--- config.mk ---
export PLATFORM = sky130hd
export DESIGN_NAME = constraint_solution_gen
export DESIGN_NICKNAME = d
export VERILOG_FILES = /design/src/rtl/constraint_solution_gen.sv
export SDC_FILE = /design/constraint.sdc
export NUM_CORES = 1
export LEC_CHECK = 0
export BUFFER_PORTS_ARGS = -buffer_cell sky130_fd_sc_hd__buf_2
export CAP_MARGIN = 40
export CORE_MARGIN = 1
export CORE_UTILIZATION = 30
export DETAILED_ROUTE_END_ITERATION = 12
export PLACE_DENSITY = 0.59
export SETUP_SLACK_MARGIN = 0.3
export SYNTH_ARGS = -nofsm -noshare
export SYNTH_HDL_FRONTEND = slang
export SYNTH_SLANG_ARGS = --single-unit
--- constraint.sdc ---
create_clock -name clk -period 1.85 [get_ports clk]
set_input_delay 0.37 -clock clk [delete_from_list [all_inputs] [get_ports clk]]
set_output_delay 0.37 -clock clk [all_outputs]
set_load 0.01 [all_outputs]
--- src/rtl/constraint_solution_gen.sv ---
// ---------------------------------------------------------------------------
// constraint_solution_gen
//
// Purpose:
//   Enumerates every WIDTH-bit value exactly once and streams out each value
//   whose shift-OR constraint result |(v >> SHIFT) equals the requested
//   target. Solution sets and counts feed solver harnesses and BDD checks.
//
// Ports:
//   clk        rising-edge clock
//   rst_n      asynchronous active-low reset
//   start      begin a run (only honoured while idle)
//   want_sat   target constraint value, captured on an accepted start
//   rand_mode  0 = ascending order, 1 = LFSR order, captured on start
//   abort      terminate the current run without a done pulse
//   out_valid  out_value holds a matching candidate
//   out_ready  consumer accepts out_value
//   out_value  matching candidate
//   busy       generator is not idle
//   done       one-cycle pulse at the end of a complete run
//   sol_count  solutions handed off in the current/last run
//
// Configuration:
//   CSG_RANDOM_ORDER_EN - when defined, rand_mode selects a maximal-length
//   Fibonacci LFSR visiting order. When undefined there is no LFSR,
//   rand_mode is ignored and LFSR_SEED is unused.
// ---------------------------------------------------------------------------
module constraint_solution_gen #(
    parameter int WIDTH     = 8,
    parameter int SHIFT     = 3,
    parameter int LFSR_SEED = 1
) (
    input  logic             clk,
    input  logic             rst_n,
    input  logic             start,
    input  logic             want_sat,
    input  logic             rand_mode,
    input  logic             abort,
    output logic             out_valid,
    input  logic             out_ready,
    output logic [WIDTH-1:0] out_value,
    output logic             busy,
    output logic             done,
    output logic [WIDTH:0]   sol_count
);

    typedef enum logic [1:0] {IDLE, SEARCH, PRESENT, DONE} state_t;

    state_t           state_q, state_d;
    logic [WIDTH-1:0] candidate_q, candidate_d;
    logic [WIDTH-1:0] step_q, step_d;
    logic [WIDTH-1:0] outValue_q, outValue_d;
    logic [WIDTH:0]   solCount_q, solCount_d;
    logic             wantSat_q, wantSat_d;
    logic             hit;
    logic             lastStep;
    logic [WIDTH-1:0] candAdv;

`ifdef CSG_RANDOM_ORDER_EN
    // Feedback taps for a maximal-length sequence, one polynomial per width.
    // Bit k-1 of the mask corresponds to tap k of the shift register.
    function automatic logic [15:0] tapMask(input int w);
        case (w)
            2:       tapMask = 16'h0003;
            3:       tapMask = 16'h0006;
            4:       tapMask = 16'h000C;
            5:       tapMask = 16'h0014;
            6:       tapMask = 16'h0030;
            7:       tapMask = 16'h0060;
            8:       tapMask = 16'h00B8;
            9:       tapMask = 16'h0110;
            10:      tapMask = 16'h0240;
            11:      tapMask = 16'h0500;
            12:      tapMask = 16'h0829;
            13:      tapMask = 16'h100D;
            14:      tapMask = 16'h2015;
            15:      tapMask = 16'h6000;
            16:      tapMask = 16'hD008;
            default: tapMask = 16'h0003;
        endcase
    endfunction

    localparam logic [WIDTH-1:0] TAPS = WIDTH'(tapMask(WIDTH));
    localparam logic [WIDTH-1:0] SEED = WIDTH'(LFSR_SEED);

    logic [WIDTH-1:0] lfsr_q, lfsr_d;
    logic [WIDTH-1:0] lfsrNext;
    logic             randMode_q, randMode_d;

    assign lfsrNext = {lfsr_q[WIDTH-2:0], ^(lfsr_q & TAPS)};
    // In LFSR order candidate 0 comes first, then the LFSR walks all
    // nonzero values, so the register's current state is the next candidate.
    assign candAdv  = randMode_q ? lfsr_q : candidate_q + 1'b1;
`else
    logic             unused_rand_mode;
    logic [WIDTH-1:0] unused_seed;

    assign unused_rand_mode = rand_mode;
    assign unused_seed      = WIDTH'(LFSR_SEED);
    assign candAdv          = candidate_q + 1'b1;
`endif

    assign hit      = ((|(candidate_q >> SHIFT)) == wantSat_q);
    assign lastStep = &step_q;

    // Next-state logic; abort is applied last so it overrides every other
    // transition, including a same-cycle handshake.
    always_comb begin
        state_d     = state_q;
        candidate_d = candidate_q;
        step_d      = step_q;
        outValue_d  = outValue_q;
        solCount_d  = solCount_q;
        wantSat_d   = wantSat_q;
`ifdef CSG_RANDOM_ORDER_EN
        lfsr_d      = lfsr_q;
        randMode_d  = randMode_q;
`endif
        case (state_q)
            IDLE: begin
                if (start) begin
                    wantSat_d   = want_sat;
                    solCount_d  = '0;
                    candidate_d = '0;
                    step_d      = '0;
`ifdef CSG_RANDOM_ORDER_EN
                    randMode_d  = rand_mode;
                    lfsr_d      = SEED;
`endif
                    state_d     = SEARCH;
                end
            end
            SEARCH: begin
                if (hit) begin
                    outValue_d = candidate_q;
                    state_d    = PRESENT;
                end else if (lastStep) begin
                    state_d = DONE;
                end else begin
                    step_d      = step_q + 1'b1;
                    candidate_d = candAdv;
`ifdef CSG_RANDOM_ORDER_EN
                    if (randMode_q) lfsr_d = lfsrNext;
`endif
                end
            end
            PRESENT: begin
                if (out_ready) begin
                    solCount_d = solCount_q + 1'b1;
                    if (lastStep) begin
                        state_d = DONE;
                    end else begin
                        step_d      = step_q + 1'b1;
                        candidate_d = candAdv;
`ifdef CSG_RANDOM_ORDER_EN
                        if (randMode_q) lfsr_d = lfsrNext;
`endif
                        state_d     = SEARCH;
                    end
                end
            end
            DONE: begin
                state_d = IDLE;
            end
            default: begin
                state_d = IDLE;
            end
        endcase
        if (abort && (state_q != IDLE)) begin
            state_d    = IDLE;
            solCount_d = solCount_q;
        end
    end

    always_ff @(posedge clk or negedge rst_n) begin
        if (!rst_n) begin
            state_q     <= IDLE;
            candidate_q <= '0;
            step_q      <= '0;
            outValue_q  <= '0;
            solCount_q  <= '0;
            wantSat_q   <= 1'b0;
`ifdef CSG_RANDOM_ORDER_EN
            lfsr_q      <= SEED;
            randMode_q  <= 1'b0;
`endif
        end else begin
            state_q     <= state_d;
            candidate_q <= candidate_d;
            step_q      <= step_d;
            outValue_q  <= outValue_d;
            solCount_q  <= solCount_d;
            wantSat_q   <= wantSat_d;
`ifdef CSG_RANDOM_ORDER_EN
            lfsr_q      <= lfsr_d;
            randMode_q  <= randMode_d;
`endif
        end
    end

    assign out_valid = (state_q == PRESENT);
    assign out_value = outValue_q;
    assign busy      = (state_q != IDLE);
    assign done      = (state_q == DONE);
    assign sol_count = solCount_q;

endmodule

### Word-level counts from Yosys, hierarchy flattened

Cells that the tools add are included.

| word-level totals | value |
|---|---|
| register bits | 36 |
| input bits | 7 |

| cells by class | value |
|---|---|
| add/sub/neg operators | 3 |
| eq/ne operators | 10 |
| bitwise gates (word level) | 1 |
| reduce and logical (&&, ||, !) cells | 12 |
| muxes and demuxes | 19 |

Operator list:

| operator | number |
|---|---|
| 8-bit 2-to-1 mux | 7 |
| 8-bit one-hot mux with 3 select lines | 2 |
| 9-bit 2-to-1 mux | 2 |
| 9-bit one-hot mux with 2 select lines | 1 |
| 8-bit by 1-bit adder with 8-bit output (second input constant) | 2 |
| 2-bit 2-to-1 mux | 6 |
| 9-bit by 1-bit adder with 9-bit output (second input constant) | 1 |
| 2-bit one-hot mux with 4 select lines | 1 |
| 4-bit AND reduction | 2 |
| 8-bit AND reduction | 1 |
| 5-bit OR reduction | 1 |
| 2-bit equality test (second input constant) | 2 |
| 2-bit inequality test (second input constant) | 2 |
| 4-bit inequality test (second input constant) | 1 |
| 2-bit AND reduction | 2 |
| 2-bit nonzero test | 2 |
| 3-bit by 1-bit inequality test with 1-bit output (second input constant) | 1 |
| 3-bit inequality test (second input constant) | 1 |
| 3-bit AND reduction | 1 |
| 3-bit nonzero test | 1 |
| 2-bit by 1-bit equality test with 1-bit output (second input constant) | 1 |
| 2-bit logical NOT | 1 |
| 2-bit by 1-bit inequality test with 1-bit output (second input constant) | 1 |
| 1-bit equality test | 1 |
| other kinds (2) | 2 |

### Logic depth before layout (Yosys ltp)

| logic depth | value |
|---|---|
| word-level depth | 5 |
| mapped depth | 10 |

### Least setup slack after synthesis

No wires, ideal clock.

| timing path | value |
|---|---|
| path type | register to register |
| start point | reg state_q[0] |
| end point | reg candidate_q[2] |
| cell stages (with the launch flop) | 9 |
| setup slack | -207 ps |
| buffers on the path | 1 |
| arrival | 1988 ps |
| path through | dfrtp_1 > inv_1 > ha_1 > buf_2 > nor2b_1 > a2111oi_4 > nand2_2 > or4_1 > nand3_1 |

| between the ends | value |
|---|---|
| word-level cells in the longest chain between the ends | 3 |
| elaborated cells between the ends (all ways) | 9 |

Ends and longest elaborated chain:

| what | line | source |
|---|---|---|
| from (decl) | 49 | `state_t state_q, state_d;` |
| from (signal assigned) | 188 | `state_q <= state_d;` |
| 2-bit equality test * | -- |  |
| net out_valid | 39 | `output logic out_valid,` |
| 2-bit by 1-bit inequality test with 1-bit output (no line) or 3-bit nonzero test (tied branches) | -- |  |
| 4-bit AND reduction (no line) | -- |  |
| to (signal assigned) | 189 | `candidate_q <= candidate_d;` |
| to (decl) | 50 | `logic [WIDTH-1:0] candidate_q, candidate_d;` |

Mark *: on every way through the listed nets, which the timed path passes. The rest lies on a longest branch.
A chain may end at the register's enable or synchronous reset.

### Worst setup path in the final report

| timing path | value |
|---|---|
| start point | reg candidate_q[7] |
| end point | reg candidate_q[0] |

| between the ends | value |
|---|---|
| word-level cells in the longest chain between the ends | 4 |

Ends and longest elaborated chain:

| what | line | source |
|---|---|---|
| 5-bit OR reduction | 103 | `assign hit = ((\|(candidate_q >> SHIFT)) == wantSat_q);` |
| 1-bit equality test | 103 |  |
| 2-bit inequality test (no line) | -- |  |
| 4-bit AND reduction (no line) | -- |  |

Every way passes these cells.

==> metrics <==
outcome finished, violations left; failing checks design-rule violations, negative setup slack; fin nets 291; post-synthesis simple-gate area fraction 0.2360; die width 83.95 um; clock share of power 0.158; Initial Util 0.3137; detailed placement HPWL 3342 um; clock tree buffer depth 2; hold_buf cts 0; Final Skew 0.005384 ns; Via density 5.249; slowest stage delay, CP 0.42 ns; mapped cell area 0.002014 mm2; Reg2Reg Setup Slack -0.08 ns; DR WL/cell 14.49 um; Synth Area in Compound Gates 0.1528; # DRC 7; largest net degree at the start of global routing 37; gr ovfl total 0; Switch Pwr 0.001555 W; total die area 0.007047 mm2; Synth Area in Adders 0.04348; P&R area growth vs syn 43.98%; cell taking the most area after synthesis dfrtp_1; Net Sw Frac 0.3986; RR Startpoint candidate_q[7]; critical path launch point candidate_q[7]; worst skew pair latency 0.29 ns; Fin. Hold Viols 0; Setup Viol. Count Final 10; period utilisation layout 1.044; critical path depth 5; RSZ-0062 raised after global routing true; minimum clock period 1.931 ns; CP Cell Sequence o311a_4 -> a2111oi_4 -> nand2_2 -> or4_1 -> o211ai_1; Yosys top cell area share 0.4472; antenna violations before repair 0; FP Rows 29; IO buf count 25; HP Class input pin to async pin; Final Cell Area 0.002900 mm2; Die H 83.95 um; CTS tree built; final worst slack -0.08095 ns; Fmax 0.5179 GHz; most common cell after layout, fill and taps aside buf_4; Comb power frac 0.559; critical path fanouts, max 5; mux share of post-synthesis cell area 0.05031; first-pass GRT wire length 8466 um; antenna viol nets, final 0; Via Count 1,858; Ports 27; n_diodes 0; number of global-route vias before repair 1,790; critical path endpoint category flop; Setup Crit Path Kind flop to flop; Core ar. 0.006422 mm2; share of cells above drive strength 1 0.4116; most frequent cells in the layout buf_4, dfrtp_1, nand2_1; Main synth FF type dfrtp_1; worst rel slew slack 0.6204; PwrDens 1345 mW/mm2; maximum VDD drop 0.0006380 V; YS warnings 0; drt first pass iters 8; maxcap violations 0; H-tree depth 2; worst slew pin tran 0.5660 ns; Sequential Power Share 0.284; net count after synthesis 227; Placed Instance Area 0.002544 mm2; top post-synthesis cells by area dfrtp_1, nand2_1, mux2_2; Critical Path End candidate_q[0]; largest family of logic cells by synthesized area simple AND/OR/NAND/NOR gates; static leakage 1.362 nW; Root Buffer clkbuf_8; Startpoint Class flop; Gate Count Post-Synth 213; post-synthesis register bit count 36; Post-synth ARST share 1.000; xor/xnor share of the synthesized area 0.02609; register area share after synthesis 0.4472; CP top delay family compound AO/OA/AOI/OAI gates; WP data required 2.05 ns; Post-synth EDFFs 0; GP Congestion 0.7480; Internal 0.002345 W; Reg-to-Reg End candidate_q[0]; DRT Wirelength 5131 um; CP bufs+invs 0; Clock transition at path regs 0.07 ns; Unique masters post-synth 40; initial detailed-routing violation count 96; all-layer global routing usage 0.1524; FF-to-FF path depth 5; slowest CP cell or4_1; Crit path arrival time 2.13 ns; TritonCTS buffer count 5; clk sinks 36; fin. max-slew vios 0; final design utilization 0.4516; synthesized area per cell 9.457 um2
-- cells by family after synthesis --
family                     after synthesis
buffers and inverters                   21
adders and majority gates                7
xor gates and xnor gates                 6
DFF                                     36
muxes                                    9
AOI/OAI and AO/OA                       41
and+or+nand+nor                         93
-- registers in the layout (all words and copies together), names as in the netlist --
name and flops:
candidate_q 8, out_value 8, sol_count 9, state_q 2, step_q 8, wantSat_q 1
-- layer usage --
metal,share of wire,track usage
met4,0.0094,0.03762
met2,0.50,0.2630
met3,0.027,0.04253
met1,0.46,0.1872
met5,0,0
-- cells in the mapped netlist (all sizes together) (3+ instances only) --
| cell | number |
|---|---|
| nand4 | 10 |
| nor2b | 3 |
| a21oi | 6 |
| ha | 7 |
| nand4b | 4 |
| nor2 | 14 |
| o211ai | 5 |
| and3 | 3 |
| dfrtp | 36 |
| mux2 | 9 |
| xor2 | 6 |
| nand3 | 12 |
| nand2 | 30 |
| buf | 5 |
| o21ai | 8 |
| o22ai | 3 |
| nand2b | 5 |
| a41oi | 3 |
| clkbuf | 5 |
| nor3 | 3 |
| inv | 11 |
| and2 | 3 |
| or4 | 4 |
-- worst min-delay path by stage --
| stage | slack (ns) | endpoint | depth (start not counted) |
|---|---|---|---|
| after floorplan | 0.07 | candidate_q[0] | 0 |
| after global placement | 0.44 | sol_count[8] | 2 |
| after detailed placement | 0.45 | sol_count[8] | 2 |
| after CTS | 0.13 | sol_count[0] | 2 |
| after global routing | 0.14 | sol_count[2] | 2 |
| final | 0.12 | sol_count[8] | 2 |
-- timing repair --
| action | in CTS | in global routing |
|---|---|---|
| hold endpoints to repair | 0 | 0 |
| cloned | 0 | 1 |
| resized for setup | 20 | 7 |
| setup endpoints to repair | 38 | 38 |
| pin swaps | 7 | 2 |
| buffers inserted | 8 | 3 |
-- through the flow --
stage	setup WS, ns	hold WS (ns)	total power (W)	cells	TNS [ns]
floorplan	0.02559	0.07441	0.002250	213	0
global placement	-0.04696	0.4414	0.002772	335	-0.09914
detailed placement	-0.08955	0.4489	0.002812	335	-0.1951
CTS	-0.04617	0.1336	0.003686	350	-0.06389
global route	-0.1402	0.1443	0.004173	354	-1.748
finish	-0.08095	0.1182	0.003900	354	-0.2774
-- power groups by stage --
| stage | Combinational (W) | Clock (W) | Sequential, W |
|---|---|---|---|
| finish | 0.00218 | 0.000615 | 0.00111 |
| global route | 0.00236 | 0.000681 | 0.00113 |
| CTS | 0.00196 | 0.000636 | 0.00109 |
| detailed placement | 0.00172 | 0 | 0.00110 |
| global placement | 0.00168 | 0 | 0.00109 |
| floorplan | 0.00115 | 0 | 0.00110 |
-- final cells by class --
class / count / area (um2)
Clock buffer: 7 / 96.34
Fill cell: 613 / 3522
Inverter: 11 / 41.29
Multi-Input combinational cell: 156 / 1279
Sequential cell: 36 / 902.1
Tap cell: 77 / 96.34
Timing Repair Buffer: 67 / 485.5
Note: power is estimated with default switching activity, not from simulation.
